--- config.mk ---
export PLATFORM = sky130hd
export DESIGN_NAME = ls_queue
export DESIGN_NICKNAME = d
export VERILOG_FILES = /design/src/rtl/ls_pkg.sv /design/src/rtl/cdb_snoop.sv /design/src/rtl/ls_queue.sv
export SDC_FILE = /design/constraint.sdc
export NUM_CORES = 2
export LEC_CHECK = 0
export CAP_MARGIN = 20
export CORE_ASPECT_RATIO = 1.25
export CORE_MARGIN = 5
export CORE_UTILIZATION = 35
export DETAILED_ROUTE_END_ITERATION = 10
export SLEW_MARGIN = 25
export SYNTH_ARGS = -nofsm -noshare
export SYNTH_HDL_FRONTEND = slang
export SYNTH_SLANG_ARGS = --single-unit
--- constraint.sdc ---
create_clock -name clk -period 2.7 [get_ports clk]
set_clock_uncertainty 0.2 [all_clocks]
set_input_delay 0.405 -clock clk [delete_from_list [all_inputs] [get_ports clk]]
set_output_delay 0.405 -clock clk [all_outputs]
set_load 0.01 [all_outputs]
--- src/rtl/ls_pkg.sv ---
// ls_pkg: shared constants and default widths for the load/store queue.
package ls_pkg;
    localparam int DEPTH_D  = 8;
    localparam int CDB_N_D  = 2;
    localparam int DATA_W_D = 32;
    localparam int TAG_W_D  = 4;
    localparam int NAME_W_D = 5;
    localparam int OP_W_D   = 6;
    localparam int TAG_FREE  = 0;
    localparam int NAME_FREE = 0;
    localparam int OP_NOP    = 0;
    // Entry layout: op, name, imm, then per source operand a tag and a value.
    typedef enum logic [2:0] {
        F_OP, F_NAME, F_IMM, F_TAG_O, F_TAG_T, F_DATA_O, F_DATA_T
    } entry_field_e;
endpackage

--- src/rtl/cdb_snoop.sv ---
// cdb_snoop: compares one waiting tag against all CDB channels; lowest channel wins.
module cdb_snoop
    import ls_pkg::*;
#(
    parameter int CDB_N  = CDB_N_D,
    parameter int TAG_W  = TAG_W_D,
    parameter int DATA_W = DATA_W_D
) (
    input  logic [TAG_W-1:0]        tag,
    input  logic [CDB_N-1:0]        cdb_en,
    input  logic [CDB_N*TAG_W-1:0]  cdb_tag,
    input  logic [CDB_N*DATA_W-1:0] cdb_data,
    output logic                    hit,
    output logic [DATA_W-1:0]       data
);
    always_comb begin
        hit  = 1'b0;
        data = '0;
        for (int k = CDB_N - 1; k >= 0; k--)
            if (cdb_en[k] && tag != TAG_W'(TAG_FREE) && cdb_tag[k*TAG_W +: TAG_W] == tag) begin
                hit  = 1'b1;
                data = cdb_data[k*DATA_W +: DATA_W];
            end
    end
endmodule

--- src/rtl/ls_queue.sv ---
// ls_queue: in-order load/store queue with CDB operand wakeup and a registered issue stage.
module ls_queue
    import ls_pkg::*;
#(
    parameter int DEPTH  = DEPTH_D,
    parameter int CDB_N  = CDB_N_D,
    parameter int DATA_W = DATA_W_D,
    parameter int TAG_W  = TAG_W_D,
    parameter int NAME_W = NAME_W_D,
    parameter int OP_W   = OP_W_D,
    parameter logic [TAG_W-$clog2(DEPTH)-1:0] LS_PREFIX = 1'b1
) (
    input  logic                         clk,
    input  logic                         rst,
    input  logic                         flush,
    input  logic [CDB_N-1:0]             cdb_en,
    input  logic [CDB_N*TAG_W-1:0]       cdb_tag,
    input  logic [CDB_N*DATA_W-1:0]      cdb_data,
    input  logic                         alloc_en,
    input  logic [OP_W-1:0]              alloc_op,
    input  logic [NAME_W-1:0]            alloc_name,
    input  logic [DATA_W-1:0]            alloc_imm,
    input  logic [TAG_W-1:0]             alloc_tag_o,
    input  logic [TAG_W-1:0]             alloc_tag_t,
    input  logic [DATA_W-1:0]            alloc_data_o,
    input  logic [DATA_W-1:0]            alloc_data_t,
    output logic                         alloc_rdy,
    output logic [$clog2(DEPTH+1)-1:0]   free_cnt,
    output logic                         issue_valid,
    input  logic                         issue_ready,
    output logic [OP_W-1:0]              issue_op,
    output logic [NAME_W-1:0]            issue_name,
    output logic [DATA_W-1:0]            issue_imm,
    output logic [DATA_W-1:0]            issue_data_o,
    output logic [DATA_W-1:0]            issue_data_t,
    output logic [TAG_W-1:0]             issue_tag
);
    localparam int IDX_W = $clog2(DEPTH);
    localparam int CNT_W = $clog2(DEPTH + 1);

    logic [OP_W-1:0]   op_q     [DEPTH];
    logic [NAME_W-1:0] name_q   [DEPTH];
    logic [DATA_W-1:0] imm_q    [DEPTH];
    logic [TAG_W-1:0]  tag_o_q  [DEPTH];
    logic [TAG_W-1:0]  tag_t_q  [DEPTH];
    logic [DATA_W-1:0] data_o_q [DEPTH];
    logic [DATA_W-1:0] data_t_q [DEPTH];
    logic [DATA_W-1:0] wd_o     [DEPTH];
    logic [DATA_W-1:0] wd_t     [DEPTH];
    logic [DEPTH-1:0]  hit_o, hit_t;
    logic [IDX_W-1:0]  head, tail;
    logic [CNT_W-1:0]  count;
    logic              a_hit_o, a_hit_t, head_rdy, pop, alloc_do;
    logic [DATA_W-1:0] a_d_o, a_d_t;

    assign alloc_rdy = count != CNT_W'(DEPTH);
    assign free_cnt  = CNT_W'(DEPTH) - count;
    assign alloc_do  = alloc_en && alloc_rdy;
    assign head_rdy  = count != '0 && tag_o_q[head] == TAG_W'(TAG_FREE) && tag_t_q[head] == TAG_W'(TAG_FREE);
    assign pop       = head_rdy && (!issue_valid || issue_ready);

    for (genvar i = 0; i < DEPTH; i++) begin : g_e
        cdb_snoop #(.CDB_N(CDB_N), .TAG_W(TAG_W), .DATA_W(DATA_W)) u_o (
            .tag(tag_o_q[i]), .cdb_en(cdb_en), .cdb_tag(cdb_tag), .cdb_data(cdb_data),
            .hit(hit_o[i]), .data(wd_o[i]));
        cdb_snoop #(.CDB_N(CDB_N), .TAG_W(TAG_W), .DATA_W(DATA_W)) u_t (
            .tag(tag_t_q[i]), .cdb_en(cdb_en), .cdb_tag(cdb_tag), .cdb_data(cdb_data),
            .hit(hit_t[i]), .data(wd_t[i]));
    end

    // Bypass: a source produced on the CDB in the allocation cycle is captured as ready.
    cdb_snoop #(.CDB_N(CDB_N), .TAG_W(TAG_W), .DATA_W(DATA_W)) u_ao (
        .tag(alloc_tag_o), .cdb_en(cdb_en), .cdb_tag(cdb_tag), .cdb_data(cdb_data),
        .hit(a_hit_o), .data(a_d_o));
    cdb_snoop #(.CDB_N(CDB_N), .TAG_W(TAG_W), .DATA_W(DATA_W)) u_at (
        .tag(alloc_tag_t), .cdb_en(cdb_en), .cdb_tag(cdb_tag), .cdb_data(cdb_data),
        .hit(a_hit_t), .data(a_d_t));

    always_ff @(posedge clk or negedge rst) begin
        if (!rst) begin
            head  <= '0;
            tail  <= '0;
            count <= '0;
        end else if (flush) begin
            head  <= '0;
            tail  <= '0;
            count <= '0;
        end else begin
            head  <= head + IDX_W'(pop);
            tail  <= tail + IDX_W'(alloc_do);
            count <= count + CNT_W'(alloc_do) - CNT_W'(pop);
        end
    end

    always_ff @(posedge clk or negedge rst) begin
        if (!rst) begin
            for (int i = 0; i < DEPTH; i++) begin
                op_q[i]     <= '0;
                name_q[i]   <= '0;
                imm_q[i]    <= '0;
                tag_o_q[i]  <= '0;
                tag_t_q[i]  <= '0;
                data_o_q[i] <= '0;
                data_t_q[i] <= '0;
            end
        end else begin
            for (int i = 0; i < DEPTH; i++) begin
                if (hit_o[i]) begin
                    tag_o_q[i]  <= '0;
                    data_o_q[i] <= wd_o[i];
                end
                if (hit_t[i]) begin
                    tag_t_q[i]  <= '0;
                    data_t_q[i] <= wd_t[i];
                end
            end
            if (alloc_do) begin
                op_q[tail]     <= alloc_op;
                name_q[tail]   <= alloc_name;
                imm_q[tail]    <= alloc_imm;
                tag_o_q[tail]  <= a_hit_o ? '0 : alloc_tag_o;
                tag_t_q[tail]  <= a_hit_t ? '0 : alloc_tag_t;
                data_o_q[tail] <= a_hit_o ? a_d_o : alloc_data_o;
                data_t_q[tail] <= a_hit_t ? a_d_t : alloc_data_t;
            end
        end
    end

    always_ff @(posedge clk or negedge rst) begin
        if (!rst) begin
            issue_valid  <= 1'b0;
            issue_op     <= '0;
            issue_name   <= '0;
            issue_imm    <= '0;
            issue_data_o <= '0;
            issue_data_t <= '0;
            issue_tag    <= '0;
        end else if (flush) begin
            issue_valid <= 1'b0;
        end else if (pop) begin
            issue_valid  <= 1'b1;
            issue_op     <= op_q[head];
            issue_name   <= name_q[head];
            issue_imm    <= imm_q[head];
            issue_data_o <= data_o_q[head];
            issue_data_t <= data_t_q[head];
            issue_tag    <= name_q[head] != NAME_W'(NAME_FREE) ? {LS_PREFIX, head} : '0;
        end else if (issue_ready) begin
            issue_valid <= 1'b0;
        end
    end
endmodule

==> flow_results.org <==
** Final layout
- Counting the fill cells in the layout gives 15,486.
- In the final design database the tool counted 5,674 nets.
- Compared with the post-synthesis result, the final layout area differs by 24.7%.
- Once layout is done, the placed cells without fillers occupy between 0.07 and 0.08 mm^2.
- Cells with a size suffix above 1 make up 33.4% of the layout.

** Global routing
- GRT Util Overall :: about a quarter
- First-pass GRT wire length :: approximately 310,000 um
- Vias in the first global route :: ~46,000
- Summed over all layers, the global routing overflow is 0.
- Entering global routing, the biggest net connects slightly below 100 pins.
- Initial antenna violation count :: 39

** Routing
- For this block, the routed nets add up to about 210,000 um of wire.
- The detail route stage leaves a number of antenna-violating nets equal to 0.
- Number of vias in the routed layout :: 43,909
- In the routed design, unresolved DRC markers number 0.
- The first detailed-routing pass ran for 5 iterations.
- After detailed routing, the number of vias per cell comes to around 5.6.
- Detailed-routed wire length on met3 :: ~15,000 um
- Dividing the detail-routed wire length by the instance count gives 27.2 um.
- Detailed routing placed a total of 99,900 um of wire on met2.
- The detailed router finished its first iteration with between 3,000 and 4,000 violations.
- After detailed routing, the wire length on met1 is 88,800 um.
- DR top layer :: met5

** Run status
- Outcome :: finished with violations
- The final reports fail on negative setup slack.

** Critical path
- The worst register-to-register path has a setup slack of -0.15 ns.
- Crit end category :: flop
- CP Max Fanout :: 2
- The setup path with the least slack is of type reg2reg.
- The worst setup path is launched from a flop.
- At the worst endpoint, the required time is between 3 and 4 ns.
- Arrival time at the worst endpoint :: roughly 3.3 ns

** Synth
- Post-synthesis instance total :: 4,952
- The most used flip-flop cell after synthesis is dfrtp_1.
- After synthesis, the share of flip-flops with an asynchronous set or reset is between 90% and 100%.
- Sequential fraction of the synthesis area :: 43.8%
- Number of synthesis warnings :: 0
- Yosys mapped a number of flops with a built-in enable equal to 0.
- Avg Cell Area, Syn :: ~12 um^2
- Yosys mapped the design onto between 50 and 60 distinct sky130hd cell types.
- Combined area of all synthesized cells :: ~0.059 mm^2
- Flop and latch count out of synthesis :: around 1,000
- Synth Net Count :: about 5,200

** Placed design
- HPWL after DPL :: 135,000 um
- Input and output buffers added on the ports amount to 310.
- The placed instances occupy a cell area of roughly 0.070 mm^2.
- Weighted congestion reported at the end of routability-driven placement :: about 0.83

** Die
- The die is about 380 um wide.
- The total area inside the core boundary comes to between 0.15 and 0.2 mm^2.
- Standard-cell row count :: roughly 170
- Height of the die :: 471 um
- ~310 I/O pins were placed.
- The initial utilization of the core area, before any placement, comes to a little over a third.
- The die covers between 0.15 and 0.2 mm^2.

** Clocking
- In this run the deepest clock path goes through 3 buffers.
- For the worst-skew pair, the clock arrives at the later sink with an insertion delay of 0.77 ns.
- TritonCTS clock tree :: yes
- The clock tree synthesis step divided the H-tree into 3 levels.
- The number of clock buffers added by TritonCTS is roughly 110.
- Clock-pin slew was measured on the worst setup and hold paths at about 0.06 ns.
- The tree built by TritonCTS fans out to ~1,000 sinks.
- CTS Root Cell :: clkbuf_16

** Power
- After layout, the design draws a total of 63.4 mW.
- The analysis attributes to cell leakage a power of approximately 35 nW.
- IR analysis of the VDD net gives a maximum drop of around 600 uV.
- Power spread over the standard cell area amounts to ~850 mW/mm^2.

** Timing
- Setup repair after global routing missed its margin :: yes
- Final hold violation count :: 0
- In this run the tightest slew margin relative to its limit is between 40% and 50%.
- After layout, the worst path uses 106% of the clock period.
- The final number of max-transition violations came to 0.
- Counting I/O delays and the setup requirement, the final critical path takes between 2 and 3 ns.
- Setup violations remaining at the end of the flow were counted as 5.
- Highest clock rate :: 0.351 GHz
- Final hold slack :: 0.178 ns
- Setup slack after layout :: -0.152 ns
- Worst Max-Slew Pin Slew :: between 0.7 and 0.8 ns

** Worst hold path
- Hold WC Path Type :: in2reg

** Run
- Maximum Capacitance Violations :: 0
==> what timing repair did <==
action	4_1_cts	5_1_grt
endpoints found under the hold margin	549	0
resized for setup	51	41
setup endpoints to repair	90	179
gates cloned	2	2
buffers inserted	13	12
pin swaps	20	23
hold buffers	3	0
==> registers in the layout, summed over array words and instances, names as in the netlist, 32 cells and up <==
| signal | cells |
|---|---|
| data_o_q | 256 |
| data_t_q | 256 |
| imm_q | 256 |
| issue_data_o | 32 |
| issue_data_t | 32 |
| issue_imm | 32 |
| name_q | 40 |
| op_q | 48 |
| tag_o_q | 32 |
| tag_t_q | 32 |
==> path summary, 6_finish.rpt <==
| check | startpoint | depth (start not counted) | to |
|---|---|---|---|
| max in group asynchronous | rst | 4 | imm_q[71] |
| min in group asynchronous | rst | 3 | imm_q[47] |
| setup / recovery | tag_t_q[4] | 12 | count[3] |
| setup reg to reg | tag_t_q[4] | 12 | count[3] |
| hold / removal | alloc_imm[16] | 3 | imm_q[240] |
| hold reg to reg | op_q[7] | 2 | op_q[7] |
==> cells in the mapped netlist (6+ instances only) <==
library cell  instances  area share, %
buf_4                27           0.34
mux2_1               12           0.23
or3_1                10           0.11
nor2_1               20           0.13
nand4_1               7          0.074
nor3_1               17           0.14
mux2_2              818             15
nor2b_1              78           0.82
buf_2               125            1.1
and3_1               24           0.25
mux4_1                7           0.31
buf_6                12           0.23
dfrtp_1            1042             44
ha_1                 12           0.25
inv_1                 7          0.044
mux2i_1             885             15
o21ai_0             239            2.0
a21oi_1              13           0.11
buf_1                18           0.11
a21o_1               68           0.86
nand2_1             578            3.6
o22ai_1              89           0.94
a211oi_1             69           0.87
nor4_1               34           0.36
clkbuf_1            299            1.9
xnor2_1              54           0.80
mux4_2              205            7.8
or2_2                 6          0.063
nand3_1              44           0.37
xor2_1               81            1.2
and2_1               10           0.11
==> per-layer routing <==
layer	vias up	global-route usage (%)
met5	-	0
met4	30	8.66
met3	440	4.79
met2	1631	37.9
met1	22789	30.8
li1	19019	-
==> power breakdown <==
group	leakage [nW]	internal [mW]	switching, mW
clock network	1.77	8.88	6.85
logic	20.2	13.0	10.9
registers	13.5	20.9	2.86
total	35.5	42.8	20.6
==> placed cells by master, fill, tap and decap left out, drive strengths merged, types with 24 or more instances in the layout <==
cell type         n
a21o             68
nand2           578
mux4            212
o21ai           240
nor2             26
xnor2            54
xor2             81
a211oi           69
nor2b            78
o22ai            89
clkdlybuf4s50   305
dfrtp          1042
clkbuf          173
and3             24
mux2            831
nor4             35
nand3            44
mux2i           885
buf             569
==> worst max-delay path, stage by stage, from the launching register on <==
cell,delay (ns)
dfrtp_1,0.41
nor4_4,0.36
nand2_2,0.12
a211oi_2,0.24
a32o_2,0.20
nor2b_4,0.18
ha_4,0.14
inv_2,0.04
ha_4,0.21
a21oi_4,0.12
nor2_2,0.05
or3_1,0.32
a21oi_2,0.14
==> metrics by stage <==
stage / setup WS (ns) / util (%) / cells / TNS, ns
after floorplan: -0.0443 / - / 4952 / -0.0662
after global placement: -0.606 / 41.2 / 7547 / -215.16
after detailed placement: -0.576 / 41.2 / 7547 / -226.06
after CTS: -0.223 / 43.6 / 7763 / -0.630
after global routing: -0.264 / 43.8 / 7777 / -1.09
final: -0.152 / 43.8 / 7789 / -0.361
==> logic make-up after synthesis <==
family	share of synthesized area, %
simple gates	6.33
flops	43.8
xor+xnor	1.99
fa+ha+maj	0.286
compound gates	5.15
mux	38.7
buf+inv	3.69
==> area by class of cell <==
cell class                 instances  area (um^2)  share of cell area (%)
multi-input combinational       3421        31700                    42.8
antenna                           16         40.0                  0.0540
timing repair buffer             881         9810                    13.2
sequential                      1042        26100                    35.2
clock buffer                     170         3250                    4.39
tap                             2223         2780                    3.75
inverter                           7         26.3                  0.0354
clock inverter                    29          397                   0.535
Note: power is estimated with default switching activity, not from simulation.
